### src/rtl/axi_pkg.sv
// Shared AXI4 encodings and the burst-writer state type.
package axi_pkg;

  localparam logic [1:0] AXI_BURST_INCR  = 2'b01;

  localparam logic [1:0] AXI_RESP_OKAY   = 2'b00;
  localparam logic [1:0] AXI_RESP_EXOKAY = 2'b01;
  localparam logic [1:0] AXI_RESP_SLVERR = 2'b10;
  localparam logic [1:0] AXI_RESP_DECERR = 2'b11;

  typedef enum logic [2:0] {
    WR_IDLE      = 3'd0,
    WR_WAIT_DATA = 3'd1,
    WR_ADDR      = 3'd2,
    WR_DATA      = 3'd3,
    WR_RESP      = 3'd4,
    WR_DONE      = 3'd5
  } wr_state_e;

endpackage

### src/rtl/axi_burst_writer_chk.sv
// Protocol checker for the writer's AXI master side: channel payloads held while stalled.
module axi_burst_writer_chk #(
  parameter int DATA_WIDTH = 32,
  parameter int ADDR_WIDTH = 32,
  parameter int ID_WIDTH   = 4,
  parameter int AXI_ID     = 0
) (
  input logic                  clk,
  input logic                  rst_n,
  input logic                  awvalid,
  input logic                  awready,
  input logic [ADDR_WIDTH-1:0] awaddr,
  input logic [7:0]            awlen,
  input logic                  wvalid,
  input logic                  wready,
  input logic [DATA_WIDTH-1:0] wdata,
  input logic                  wlast,
  input logic                  bvalid,
  input logic                  bready,
  input logic [ID_WIDTH-1:0]   bid
);

  aw_stable_a: assert property (@(posedge clk) disable iff (!rst_n)
    awvalid && !awready |=> awvalid && $stable(awaddr) && $stable(awlen));

  w_stable_a: assert property (@(posedge clk) disable iff (!rst_n)
    wvalid && !wready |=> wvalid && $stable(wdata) && $stable(wlast));

  bid_match_c: cover property (@(posedge clk) disable iff (!rst_n)
    bvalid && bready && (bid == ID_WIDTH'(AXI_ID)));

endmodule

### src/rtl/sync_fifo.sv
// Single-clock FIFO with occupancy count; head word is visible on pop_data while not empty.
module sync_fifo #(
  parameter int WIDTH = 32,
  parameter int DEPTH = 32
) (
  input  logic                     clk,
  input  logic                     rst_n,
  input  logic                     push,
  input  logic [WIDTH-1:0]         push_data,
  input  logic                     pop,
  output logic [WIDTH-1:0]         pop_data,
  output logic                     full,
  output logic                     empty,
  output logic [$clog2(DEPTH):0]   count
);

  localparam int PW = $clog2(DEPTH);

  logic [WIDTH-1:0] mem_r [DEPTH];
  logic [PW-1:0]    wr_ptr_r;
  logic [PW-1:0]    rd_ptr_r;
  logic [PW:0]      count_r;
  logic             push_ok_s;
  logic             pop_ok_s;

  // Overflow/underflow requests are dropped rather than corrupting the pointers.
  assign push_ok_s = push && !full;
  assign pop_ok_s  = pop && !empty;

  assign full     = (count_r == (PW+1)'(DEPTH));
  assign empty    = (count_r == (PW+1)'(0));
  assign count    = count_r;
  assign pop_data = mem_r[rd_ptr_r];

  // Storage array, written on accepted push.
  always_ff @(posedge clk) begin
    if (push_ok_s) begin
      mem_r[wr_ptr_r] <= push_data;
    end
  end

  // Pointer and occupancy bookkeeping.
  always_ff @(posedge clk or negedge rst_n) begin
    if (!rst_n) begin
      wr_ptr_r <= PW'(0);
      rd_ptr_r <= PW'(0);
      count_r  <= (PW+1)'(0);
    end else begin
      if (push_ok_s) begin
        wr_ptr_r <= wr_ptr_r + PW'(1);
      end
      if (pop_ok_s) begin
        rd_ptr_r <= rd_ptr_r + PW'(1);
      end
      case ({push_ok_s, pop_ok_s})
        2'b10:   count_r <= count_r + (PW+1)'(1);
        2'b01:   count_r <= count_r - (PW+1)'(1);
        default: count_r <= count_r;
      endcase
    end
  end

endmodule

### src/rtl/axi_burst_writer.sv
// AXI4 write master: buffers a valid/ready stream and writes it out as INCR bursts,
// splitting at MAX_BURST beats and at 4KB page boundaries, one burst outstanding.
module axi_burst_writer
  import axi_pkg::*;
#(
  parameter int DATA_WIDTH = 32,
  parameter int ADDR_WIDTH = 32,
  parameter int ID_WIDTH   = 4,
  parameter int AXI_ID     = 0,
  parameter int MAX_BURST  = 16,
  parameter int FIFO_DEPTH = 32,
  parameter int LEN_WIDTH  = 16
) (
  input  logic                    clk,
  input  logic                    rst_n,
  input  logic                    start,
  input  logic [ADDR_WIDTH-1:0]   base_addr,
  input  logic [LEN_WIDTH-1:0]    total_beats,
  input  logic                    s_valid,
  input  logic [DATA_WIDTH-1:0]   s_data,
  output logic                    s_ready,
  output logic                    busy,
  output logic                    done,
  output logic                    error,
  output logic                    awvalid,
  input  logic                    awready,
  output logic [ID_WIDTH-1:0]     awid,
  output logic [ADDR_WIDTH-1:0]   awaddr,
  output logic [7:0]              awlen,
  output logic [2:0]              awsize,
  output logic [1:0]              awburst,
  output logic                    wvalid,
  input  logic                    wready,
  output logic [DATA_WIDTH-1:0]   wdata,
  output logic [DATA_WIDTH/8-1:0] wstrb,
  output logic                    wlast,
  input  logic                    bvalid,
  output logic                    bready,
  input  logic [1:0]              bresp,
  input  logic [ID_WIDTH-1:0]     bid
);

  localparam int          BYTES    = DATA_WIDTH / 8;
  localparam int          ADDR_LSB = $clog2(BYTES);
  localparam int          CNT_W    = $clog2(FIFO_DEPTH) + 1;
  localparam logic [8:0]  MAX_BLEN = 9'(MAX_BURST);

  wr_state_e              state_r;
  wr_state_e              state_s;
  logic [ADDR_WIDTH-1:0]  addr_r;
  logic [LEN_WIDTH-1:0]   remaining_r;
  logic [8:0]             blen_r;
  logic [8:0]             beat_cnt_r;
  logic                   awvalid_r;
  logic [ADDR_WIDTH-1:0]  awaddr_r;
  logic [7:0]             awlen_r;
  logic                   busy_r;
  logic                   done_r;
  logic                   error_r;

  logic [8:0]             rem_cap_s;
  logic [12:0]            page_room_s;
  logic [12:0]            page_beats_s;
  logic [8:0]             blen_s;
  logic                   in_data_s;
  logic                   w_last_s;

  logic                   fifo_push_s;
  logic                   fifo_pop_s;
  logic                   fifo_full_s;
  logic                   fifo_empty_s;
  logic [CNT_W-1:0]       fifo_count_s;
  logic [DATA_WIDTH-1:0]  fifo_head_s;

  sync_fifo #(
    .WIDTH (DATA_WIDTH),
    .DEPTH (FIFO_DEPTH)
  ) u_fifo (
    .clk       (clk),
    .rst_n     (rst_n),
    .push      (fifo_push_s),
    .push_data (s_data),
    .pop       (fifo_pop_s),
    .pop_data  (fifo_head_s),
    .full      (fifo_full_s),
    .empty     (fifo_empty_s),
    .count     (fifo_count_s)
  );

  axi_burst_writer_chk #(
    .DATA_WIDTH (DATA_WIDTH),
    .ADDR_WIDTH (ADDR_WIDTH),
    .ID_WIDTH   (ID_WIDTH),
    .AXI_ID     (AXI_ID)
  ) u_chk (
    .clk     (clk),
    .rst_n   (rst_n),
    .awvalid (awvalid),
    .awready (awready),
    .awaddr  (awaddr),
    .awlen   (awlen),
    .wvalid  (wvalid),
    .wready  (wready),
    .wdata   (wdata),
    .wlast   (wlast),
    .bvalid  (bvalid),
    .bready  (bready),
    .bid     (bid)
  );

  // Next burst length: the smallest of what is left, the burst cap and the room left in the 4KB page.
  always_comb begin
    rem_cap_s    = MAX_BLEN;
    page_room_s  = 13'd4096 - {1'b0, addr_r[11:0]};
    page_beats_s = page_room_s >> ADDR_LSB;
    if (remaining_r < LEN_WIDTH'(MAX_BURST)) begin
      rem_cap_s = remaining_r[8:0];
    end else begin
      rem_cap_s = MAX_BLEN;
    end
    if (page_beats_s < {4'd0, rem_cap_s}) begin
      blen_s = page_beats_s[8:0];
    end else begin
      blen_s = rem_cap_s;
    end
  end

  assign s_ready     = busy_r && !fifo_full_s;
  assign fifo_push_s = s_valid && s_ready;
  assign in_data_s   = (state_r == WR_DATA);
  assign w_last_s    = (beat_cnt_r == (blen_r - 9'd1));
  assign wvalid      = in_data_s && !fifo_empty_s;
  assign wlast       = wvalid && w_last_s;
  assign wdata       = in_data_s ? fifo_head_s : {DATA_WIDTH{1'b0}};
  assign fifo_pop_s  = wvalid && wready;
  assign bready      = (state_r == WR_RESP);

  // Constant AW attributes are only driven during a job so the idle bus reads all-zero.
  assign awid    = busy_r ? ID_WIDTH'(AXI_ID) : {ID_WIDTH{1'b0}};
  assign awsize  = busy_r ? 3'(ADDR_LSB)      : 3'd0;
  assign awburst = busy_r ? AXI_BURST_INCR    : 2'b00;
  assign wstrb   = busy_r ? {BYTES{1'b1}}     : {BYTES{1'b0}};

  assign awvalid = awvalid_r;
  assign awaddr  = awaddr_r;
  assign awlen   = awlen_r;
  assign busy    = busy_r;
  assign done    = done_r;
  assign error   = error_r;

  // State register.
  always_ff @(posedge clk or negedge rst_n) begin
    if (!rst_n) begin
      state_r <= WR_IDLE;
    end else begin
      state_r <= state_s;
    end
  end

  // Next-state logic; AW is only raised once the whole burst is already buffered.
  always_comb begin
    state_s = state_r;
    case (state_r)
      WR_IDLE: begin
        if (start) begin
          state_s = (total_beats == LEN_WIDTH'(0)) ? WR_DONE : WR_WAIT_DATA;
        end else begin
          state_s = WR_IDLE;
        end
      end
      WR_WAIT_DATA: begin
        if (32'(fifo_count_s) >= 32'(blen_s)) begin
          state_s = WR_ADDR;
        end else begin
          state_s = WR_WAIT_DATA;
        end
      end
      WR_ADDR: begin
        if (awready) begin
          state_s = WR_DATA;
        end else begin
          state_s = WR_ADDR;
        end
      end
      WR_DATA: begin
        if (fifo_pop_s && w_last_s) begin
          state_s = WR_RESP;
        end else begin
          state_s = WR_DATA;
        end
      end
      WR_RESP: begin
        if (bvalid) begin
          state_s = (remaining_r == LEN_WIDTH'(blen_r)) ? WR_DONE : WR_WAIT_DATA;
        end else begin
          state_s = WR_RESP;
        end
      end
      WR_DONE: state_s = WR_IDLE;
      default: state_s = WR_IDLE;
    endcase
  end

  // Job counters, AW registers and status flags.
  always_ff @(posedge clk or negedge rst_n) begin
    if (!rst_n) begin
      addr_r      <= {ADDR_WIDTH{1'b0}};
      remaining_r <= {LEN_WIDTH{1'b0}};
      blen_r      <= 9'd0;
      beat_cnt_r  <= 9'd0;
      awvalid_r   <= 1'b0;
      awaddr_r    <= {ADDR_WIDTH{1'b0}};
      awlen_r     <= 8'd0;
      busy_r      <= 1'b0;
      done_r      <= 1'b0;
      error_r     <= 1'b0;
    end else begin
      done_r <= (state_r == WR_DONE);
      busy_r <= (state_s inside {WR_WAIT_DATA, WR_ADDR, WR_DATA, WR_RESP});
      case (state_r)
        WR_IDLE: begin
          if (start) begin
            addr_r      <= base_addr & ~ADDR_WIDTH'(BYTES - 1);
            remaining_r <= total_beats;
            error_r     <= 1'b0;
          end
        end
        WR_WAIT_DATA: begin
          if (state_s == WR_ADDR) begin
            blen_r     <= blen_s;
            awaddr_r   <= addr_r;
            awlen_r    <= 8'(blen_s - 9'd1);
            awvalid_r  <= 1'b1;
            beat_cnt_r <= 9'd0;
          end
        end
        WR_ADDR: begin
          if (awready) begin
            awvalid_r <= 1'b0;
          end
        end
        WR_DATA: begin
          if (fifo_pop_s) begin
            beat_cnt_r <= beat_cnt_r + 9'd1;
          end
        end
        WR_RESP: begin
          if (bvalid) begin
            if (bresp != AXI_RESP_OKAY) begin
              error_r <= 1'b1;
            end
            addr_r      <= addr_r + (ADDR_WIDTH'(blen_r) << ADDR_LSB);
            remaining_r <= remaining_r - LEN_WIDTH'(blen_r);
          end
        end
        default: begin
        end
      endcase
    end
  end

endmodule
### config.mk
export PLATFORM = sky130hd
export DESIGN_NAME = axi_burst_writer
export DESIGN_NICKNAME = d
export VERILOG_FILES = /design/src/rtl/axi_pkg.sv /design/src/rtl/axi_burst_writer_chk.sv /design/src/rtl/sync_fifo.sv /design/src/rtl/axi_burst_writer.sv
export SDC_FILE = /design/constraint.sdc
export NUM_CORES = 1
export LEC_CHECK = 0
export CORE_UTILIZATION = 65
export CTS_CLUSTER_DIAMETER = 30
export CTS_CLUSTER_SIZE = 40
export DETAILED_ROUTE_END_ITERATION = 12
export GPL_TIMING_DRIVEN = 0
export PLACE_DENSITY = 0.84
export SLEW_MARGIN = 20
export SYNTH_ARGS = -nofsm -noshare
export SYNTH_HDL_FRONTEND = slang
export SYNTH_HIERARCHICAL = 1
export SYNTH_SLANG_ARGS = --single-unit
### constraint.sdc
create_clock -name clk -period 8.9 [get_ports clk]
set_clock_uncertainty 0.2 [all_clocks]
set_input_delay 1.78 -clock clk [delete_from_list [all_inputs] [get_ports clk]]
set_output_delay 1.78 -clock clk [all_outputs]
set_load 0.03 [all_outputs]
==> impl_metrics.ini, run 1 <==
[timing]
fin_crit_ps = 6700
setup_viol = 0
hold_viol = 0
max_slew.worst_pin.slew_ps = 1179
fmax_mhz = 149.2
rsz0062_at_grt = false
period_share = 0.7528
finalMaxSlewViolations = 0
tns_ps = 0
timing.slew.headroom = 0.2139

[global_routing]
met2_usage = 0.6527
antenna_found_initial = 3
gr-usage-all-layers = 0.4072
met1_usage = 0.4909
use_met3 = 0.1122
top_usage_layer = met2
grt_pass1_vias = 31090
grt_overflow = 0
grt_pass1_wl_mm = 210.4
grt_max_degree = 75

[drt]
first_pass_iters = 8
ant_nets = 0
wire_per_inst_um = 35.59
first_iter_violations = 4420
viasPerCell = 7.402
vias = 30580
wl_mm = 147.0
drc = 0

[clock_network]
cts_made_buffers = 166
cts_buffer_depth = 3
clk_transition_reported_paths_ps = 50
cts_resized = 0
root_buffer = clkbuf_16
ctsHoldBuffers = 0
cts.sinks = 1149
htree_levels = 4
clkLatencyLatePin_ps = 760
post-cts-setup-buffers = 0
cts_tree = built

[cells_and_area]
layout-drive-gt1-share = 0.2060
fin_nets = 3187
regArea_um2 = 33880
fillCellCount = 3370
syn_to_final_growth_pct = 20.45
final_util = 0.7907
multiInputGateArea_um2 = 12150

[synth]
synthArstFlopShare = 0.1088
synthFlopType = edfxtp_1
ys_seq_area_frac = 0.7219
syn-cell-area_um2 = 46930
synth_edf_count = 1024
ys_warn_count = 6
synth_cell_types = 90
syn_avg_cell_area_um2 = 17.64
synth-seq-cells = 1149
synthesis.instances = 2660

[power_and_ir_drop]
clock_power_share = 0.323
combinationalPowerShare = 0.345
ir_drop_mv = 0.3294
p_int_mw = 13.24
power_density_nw_per_um2 = 366.6
p_leak_nw = 19.52
power_switching_mw = 7.477
power_switching_share = 0.3608
seq_power_share = 0.331

[setup_path]
cp.arrival_ps = 7180
cp_slowest_cell = or4b_2
critPathMaxFanout = 10
worstPathCellList = or4_4 > or4_4 > nor3_4 > nand2_1 > ha_1 > o21ai_0 > or4b_2 > a41oi_2 > a221oi_4 > buf_2 > a21o_1 > ha_1 > nand2b_1 > a21oi_1 > o21ai_0 > a31oi_1 > a21o_2 > nor3_1 > buf_2 > buf_2 > nand2_1 > nand2_1
setup.worst_path.start_class = flop
cp-end-kind = flop
critical_path_class = reg -> reg
required_ps = 9380
crit_path_max_incr_delay_ps = 630

[floorplan]
dieArea_um2 = 73280
io_pins = 186
start_util = 0.6565
rows = 98
core_area_um2 = 71490
chipWidth_um = 270.7
die_height_um = 270.7

[run]
cap_violations = 0

[status]
status = complete, no violations

[placed_design]
io_buffers = 170
place_hpwl_mm = 82.05
gp_congestion = 0.9320

[hold_path]
min_path_type = reg -> reg
## placed cells by master (no fill, tap or decap), types with 32 or more instances in the layout
| cell | n |
|---|---|
| mux4_2 | 193 |
| clkdlybuf4s50_1 | 157 |
| inv_1 | 42 |
| nand3_1 | 32 |
| dfrtp_1 | 125 |
| clkbuf_16 | 167 |
| and3_1 | 41 |
| a22oi_1 | 94 |
| nor2_4 | 32 |
| o221ai_1 | 62 |
| mux2i_1 | 132 |
| ha_1 | 45 |
| nand2_1 | 165 |
| a21oi_1 | 129 |
| buf_4 | 33 |
| edfxtp_1 | 1024 |
| nor2_1 | 56 |
| clkbuf_1 | 86 |
| o21ai_0 | 53 |
| buf_2 | 42 |
## state kept, by name (all words and copies together), names as in the netlist
name	count
done	1
u_fifo/wr_ptr_r	5
error	1
awvalid	1
awlen	8
state_r	3
awaddr	30
beat_cnt_r	9
busy	1
blen_r	9
u_fifo/rd_ptr_r	5
u_fifo/mem_r	1024
remaining_r	16
addr_r	30
u_fifo/count	6
## logic make-up (layout without fill, tap and decap cells)
| logic type | Yosys count | after routing | synth area share |
|---|---|---|---|
| AOI/OAI and AO/OA | 450 | 450 | 0.06508 |
| buffers and inverters | 206 | 714 | 0.02533 |
| and+or+nand+nor | 431 | 431 | 0.04423 |
| muxes | 326 | 326 | 0.1211 |
| other | 2 | 15 | 0.0001600 |
| adders and majority gates | 48 | 48 | 0.01328 |
| DFF | 1149 | 1149 | 0.7219 |
| xor gates and xnor gates | 48 | 48 | 0.008958 |
## cells in the mapped netlist (9+ instances only)
cell type / n / area (um2)
o22ai_1: 12 / 75.07
inv_1: 42 / 157.7
xor2_1: 22 / 192.7
nor3_1: 17 / 85.08
nand4_1: 12 / 75.07
o221ai_1: 62 / 543.0
edfxtp_1: 1024 / 30750
mux4_2: 193 / 4347
nor2_1: 88 / 330.3
nor4_1: 10 / 62.56
buf_4: 33 / 247.7
a22oi_1: 94 / 705.7
dfrtp_1: 125 / 3128
buf_6: 10 / 112.6
clkbuf_1: 67 / 251.5
mux2i_1: 132 / 1321
o21ai_1: 17 / 85.08
nor2b_1: 13 / 81.33
a21oi_1: 129 / 645.6
o21ai_0: 53 / 265.3
buf_1: 9 / 33.78
nand3_1: 32 / 160.2
buf_2: 30 / 150.1
nand2_1: 165 / 619.3
xnor2_1: 26 / 227.7
and3_1: 41 / 256.5
ha_1: 45 / 563.0
## final cells by class
| type | instances | share of cell area |
|---|---|---|
| Tap cell | 950 | 0.02103 |
| Buffer | 164 | 0.01824 |
| Clock buffer | 191 | 0.07641 |
| Antenna cell | 2 | 0.00008854 |
| Clock inverter | 110 | 0.02355 |
| Inverter | 42 | 0.002789 |
| Timing Repair Buffer | 207 | 0.04372 |
| Sequential cell | 1149 | 0.5993 |
| Multi-Input combinational cell | 1316 | 0.2149 |
## per-layer routing
metal / wire (um) / vias to the layer above
met1: 46770 / 15080
met3: 18880 / 837
met2: 70220 / 3152
li1: - / 11510
met5: 25 / -
met4: 11150 / 4
## path summary, 6_finish.rpt
kind	end	start	slack, ps	cells after the start
setup / recovery	awaddr[27]	remaining_r[12]	2200	22
hold / removal	awaddr[25]	awaddr[25]	270	2
setup reg to reg	awaddr[27]	remaining_r[12]	2200	22
hold reg to reg	awaddr[25]	awaddr[25]	270	2
max in group asynchronous	u_fifo/wr_ptr_r[4]	rst_n	6920	2
min in group asynchronous	awaddr[3]	rst_n	860	1
## power groups by stage
| stage | combinational (mW) | clock (mW) | sequential [mW] |
|---|---|---|---|
| 2_1_floorplan | 4.16 | 0 | 6.94 |
| 3_3_place_gp | 6.28 | 0 | 6.89 |
| 3_5_place_dp | 6.66 | 0 | 6.91 |
| 4_1_cts | 6.98 | 6.70 | 6.84 |
| 5_1_grt | 7.38 | 6.92 | 6.89 |
| 6_report | 7.16 | 6.70 | 6.87 |
## worst max-delay path: cells and delay by family (launching register included)
kind / cells / cell delay, ps
adders and majority gates: 2 / 620
AOI/OAI and AO/OA: 8 / 1530
and+or+nand+nor: 9 / 2910
buffers and inverters: 3 / 930
DFF: 1 / 420
## stage by stage
| stage | worst slack (ps) | hold WS [ps] | std cells | total power, mW | cell area [um2] |
|---|---|---|---|---|---|
| 3_3_place_gp | 980.2 | 261.5 | 3791 | 13.18 | 49860 |
| 2_1_floorplan | 3535 | 253.4 | 2671 | 11.10 | 46970 |
| 3_5_place_dp | 2556 | 264.3 | 3828 | 13.57 | 50930 |
| 4_1_cts | 2379 | 276.0 | 4129 | 20.52 | 56580 |
| 5_1_grt | 2033 | 294.8 | 4130 | 21.19 | 56520 |
| 6_report | 2200 | 274.0 | 4131 | 20.72 | 56530 |
Note: power is estimated with default switching activity, not from simulation.
==> run 2, diff against run 1 <==
Settings changed: CORE_UTILIZATION 65 to 55, PLACE_DENSITY 0.84 to 0.76.
Clock period 8.9 ns to 5.95 ns, I/O delays scaled along.
==> run 2 against run 1 <==
  * Flip-flop and latch count stayed put
  * First-iteration DRC count is 27% lower
  * Power is 50% higher
  * Count of clock-buffer cells in the layout is 16 higher
  * Global-route usage is 9.9 points lower
  * Via count is 6.6% lower
  * Core utilization is 10 points lower
  * Critical path type is now reg -> out
==> impl_metrics.ini, run 2 (synthesized netlist as in run 1, its figures left out) <==
[timing]
hold-worst-slack_ps = 117.7
fmax_mhz = 168.6
timing.slew.headroom = 0.2548
setup_viol = 0
period_share = 0.9968
worst_slack_ps = 19.04
hold_viol = 0
max_slew.worst_pin.slew_ps = 1114
fin_crit_ps = 5931
finalMaxSlewViolations = 0

[setup_path]
cp.arrival_ps = 4540
cp_num_buf_inv = 3
path_common_cell = a22oi_1
cp-end-kind = primary output
path_delay_family = buffers and inverters
critPathMaxFanout = 10
crit_path_max_incr_delay_ps = 880
critical_path_class = reg -> out
cp_slowest_cell = clkbuf_1
setup.worst_path.start_class = flop
required_ps = 4560
worstPathCellList = buf_2 > nor2_1 > clkbuf_1 > a22oi_1 > a22oi_1 > and3_1 > clkdlybuf4s50_1

[clock_network]
cts_tree = built
htree_levels = 4
cts_made_buffers = 185
clk_transition_reported_paths_ps = 50
clkLatencyLatePin_ps = 760
root_buffer = clkbuf_16
cts_buffer_depth = 3
cts.sinks = 1149

[cells_and_area]
top_register = u_fifo/mem_r
fin_nets = 3226
num_antenna_cells = 0
syn_to_final_growth_pct = 22.93
final_util = 0.6861
final_common_cell = edfxtp_1
layout_common_cells = edfxtp_1, mux4_2, clkbuf_16
layout-drive-gt1-share = 0.2216
largest_reg_flops = 1024

[drt]
ant_nets = 0
first_pass_iters = 7
first_iter_violations = 3214
wl_mm = 131.6
wire_per_inst_um = 30.05
vias = 28560
viasPerCell = 6.523
drc = 0

[placed_design]
io_buffers = 170
place_ws_ps = -245.2
gp_congestion = 0.9000
place_hpwl_mm = 81.25

[floorplan]
start_util = 0.5581
die_height_um = 294.1
rows = 106
dieArea_um2 = 86500
io_pins = 186
chipWidth_um = 294.1
core_area_um2 = 84090

[global_routing]
met1_usage = 0.3882
grt_pass1_vias = 29130
top_usage_layer = met2
grt_pass1_wl_mm = 191.2
grt_max_degree = 89
use_met3 = 0.07107
antenna_found_initial = 2
met2_usage = 0.5044
grt_overflow = 0
gr-usage-all-layers = 0.3082

[hold_path]
min_path_type = in -> async

[run]
cap_violations = 0

[power_and_ir_drop]
power_density_nw_per_um2 = 540.5
total_power_mw = 31.18
p_leak_nw = 19.92
ir_drop_mv = 0.4250

[status]
status = complete, no violations
[run 2: cell types whose count changed in the layout (fill, tap and decap cells not counted), moves of 5 or more]
cell        previous run  this run
clkinv_16              1         6
buf_16                13        20
clkbuf_16            167       187
buf_2                 42        36
clkinvlp_4            18        30
clkinv_1              15        26
clkbuf_1              86        81
clkinv_8               8         2
inv_6                 11        22
buf_4                 33        51
[run 2: metal layers]
metal,up-vias,routed length [um]
li1,11630,-
met5,-,15
met3,412,13680
met4,2,6470
met1,14580,46370
met2,1940,65030
[run 2: path summary, 6_finish.rpt]
path / slack, ps / startpoint / cells after the start / endpoint
worst max-delay path: 20 / u_fifo/rd_ptr_r[1] / 7 / wdata[22]
worst min-delay path: 120 / rst_n / 1 / blen_r[4]
worst max register to register: 220 / remaining_r[9] / 22 / blen_r[3]
worst min register to register: 270 / awaddr[28] / 2 / awaddr[28]
max in group asynchronous: 4680 / rst_n / 2 / remaining_r[9]
min in group clk: 270 / awaddr[28] / 2 / awaddr[28]
[run 2: through the flow]
| step | area (um2) | std cells | TNS [ps] |
|---|---|---|---|
| floorplan | 46970 | 2671 | 0 |
| global placement | 50090 | 3975 | -224850 |
| detailed placement | 51290 | 4015 | -5688 |
| CTS | 57570 | 4362 | 0 |
| global route | 57690 | 4378 | -26.22 |
| finish | 57690 | 4378 | 0 |
[run 2: area by class of cell]
class | instances | area [um2]
Clock buffer | 207 | 4785
Clock inverter | 139 | 1465
Sequential cell | 1149 | 33880
Fill cell | 5122 | 26400
Inverter | 42 | 157.7
Multi-Input combinational cell | 1316 | 12200
Timing Repair Buffer | 227 | 2745
Buffer | 164 | 1044
Tap cell | 1134 | 1419
[run 2: where the power goes]
group	switching, mW	internal, mW
registers	0.562	9.63
logic	6.28	4.15
clock network	4.01	6.54
total	10.9	20.3
[run 2: timing repair]
action / CTS / global route
setup endpoints to repair: 47 / 58
hold buffers: 0 / 0
setup buffers: 1 / 16
pin swaps: 1 / 14
cloned: 0 / 0
gates resized for setup: 6 / 16
hold endpoints to repair: 0 / 0
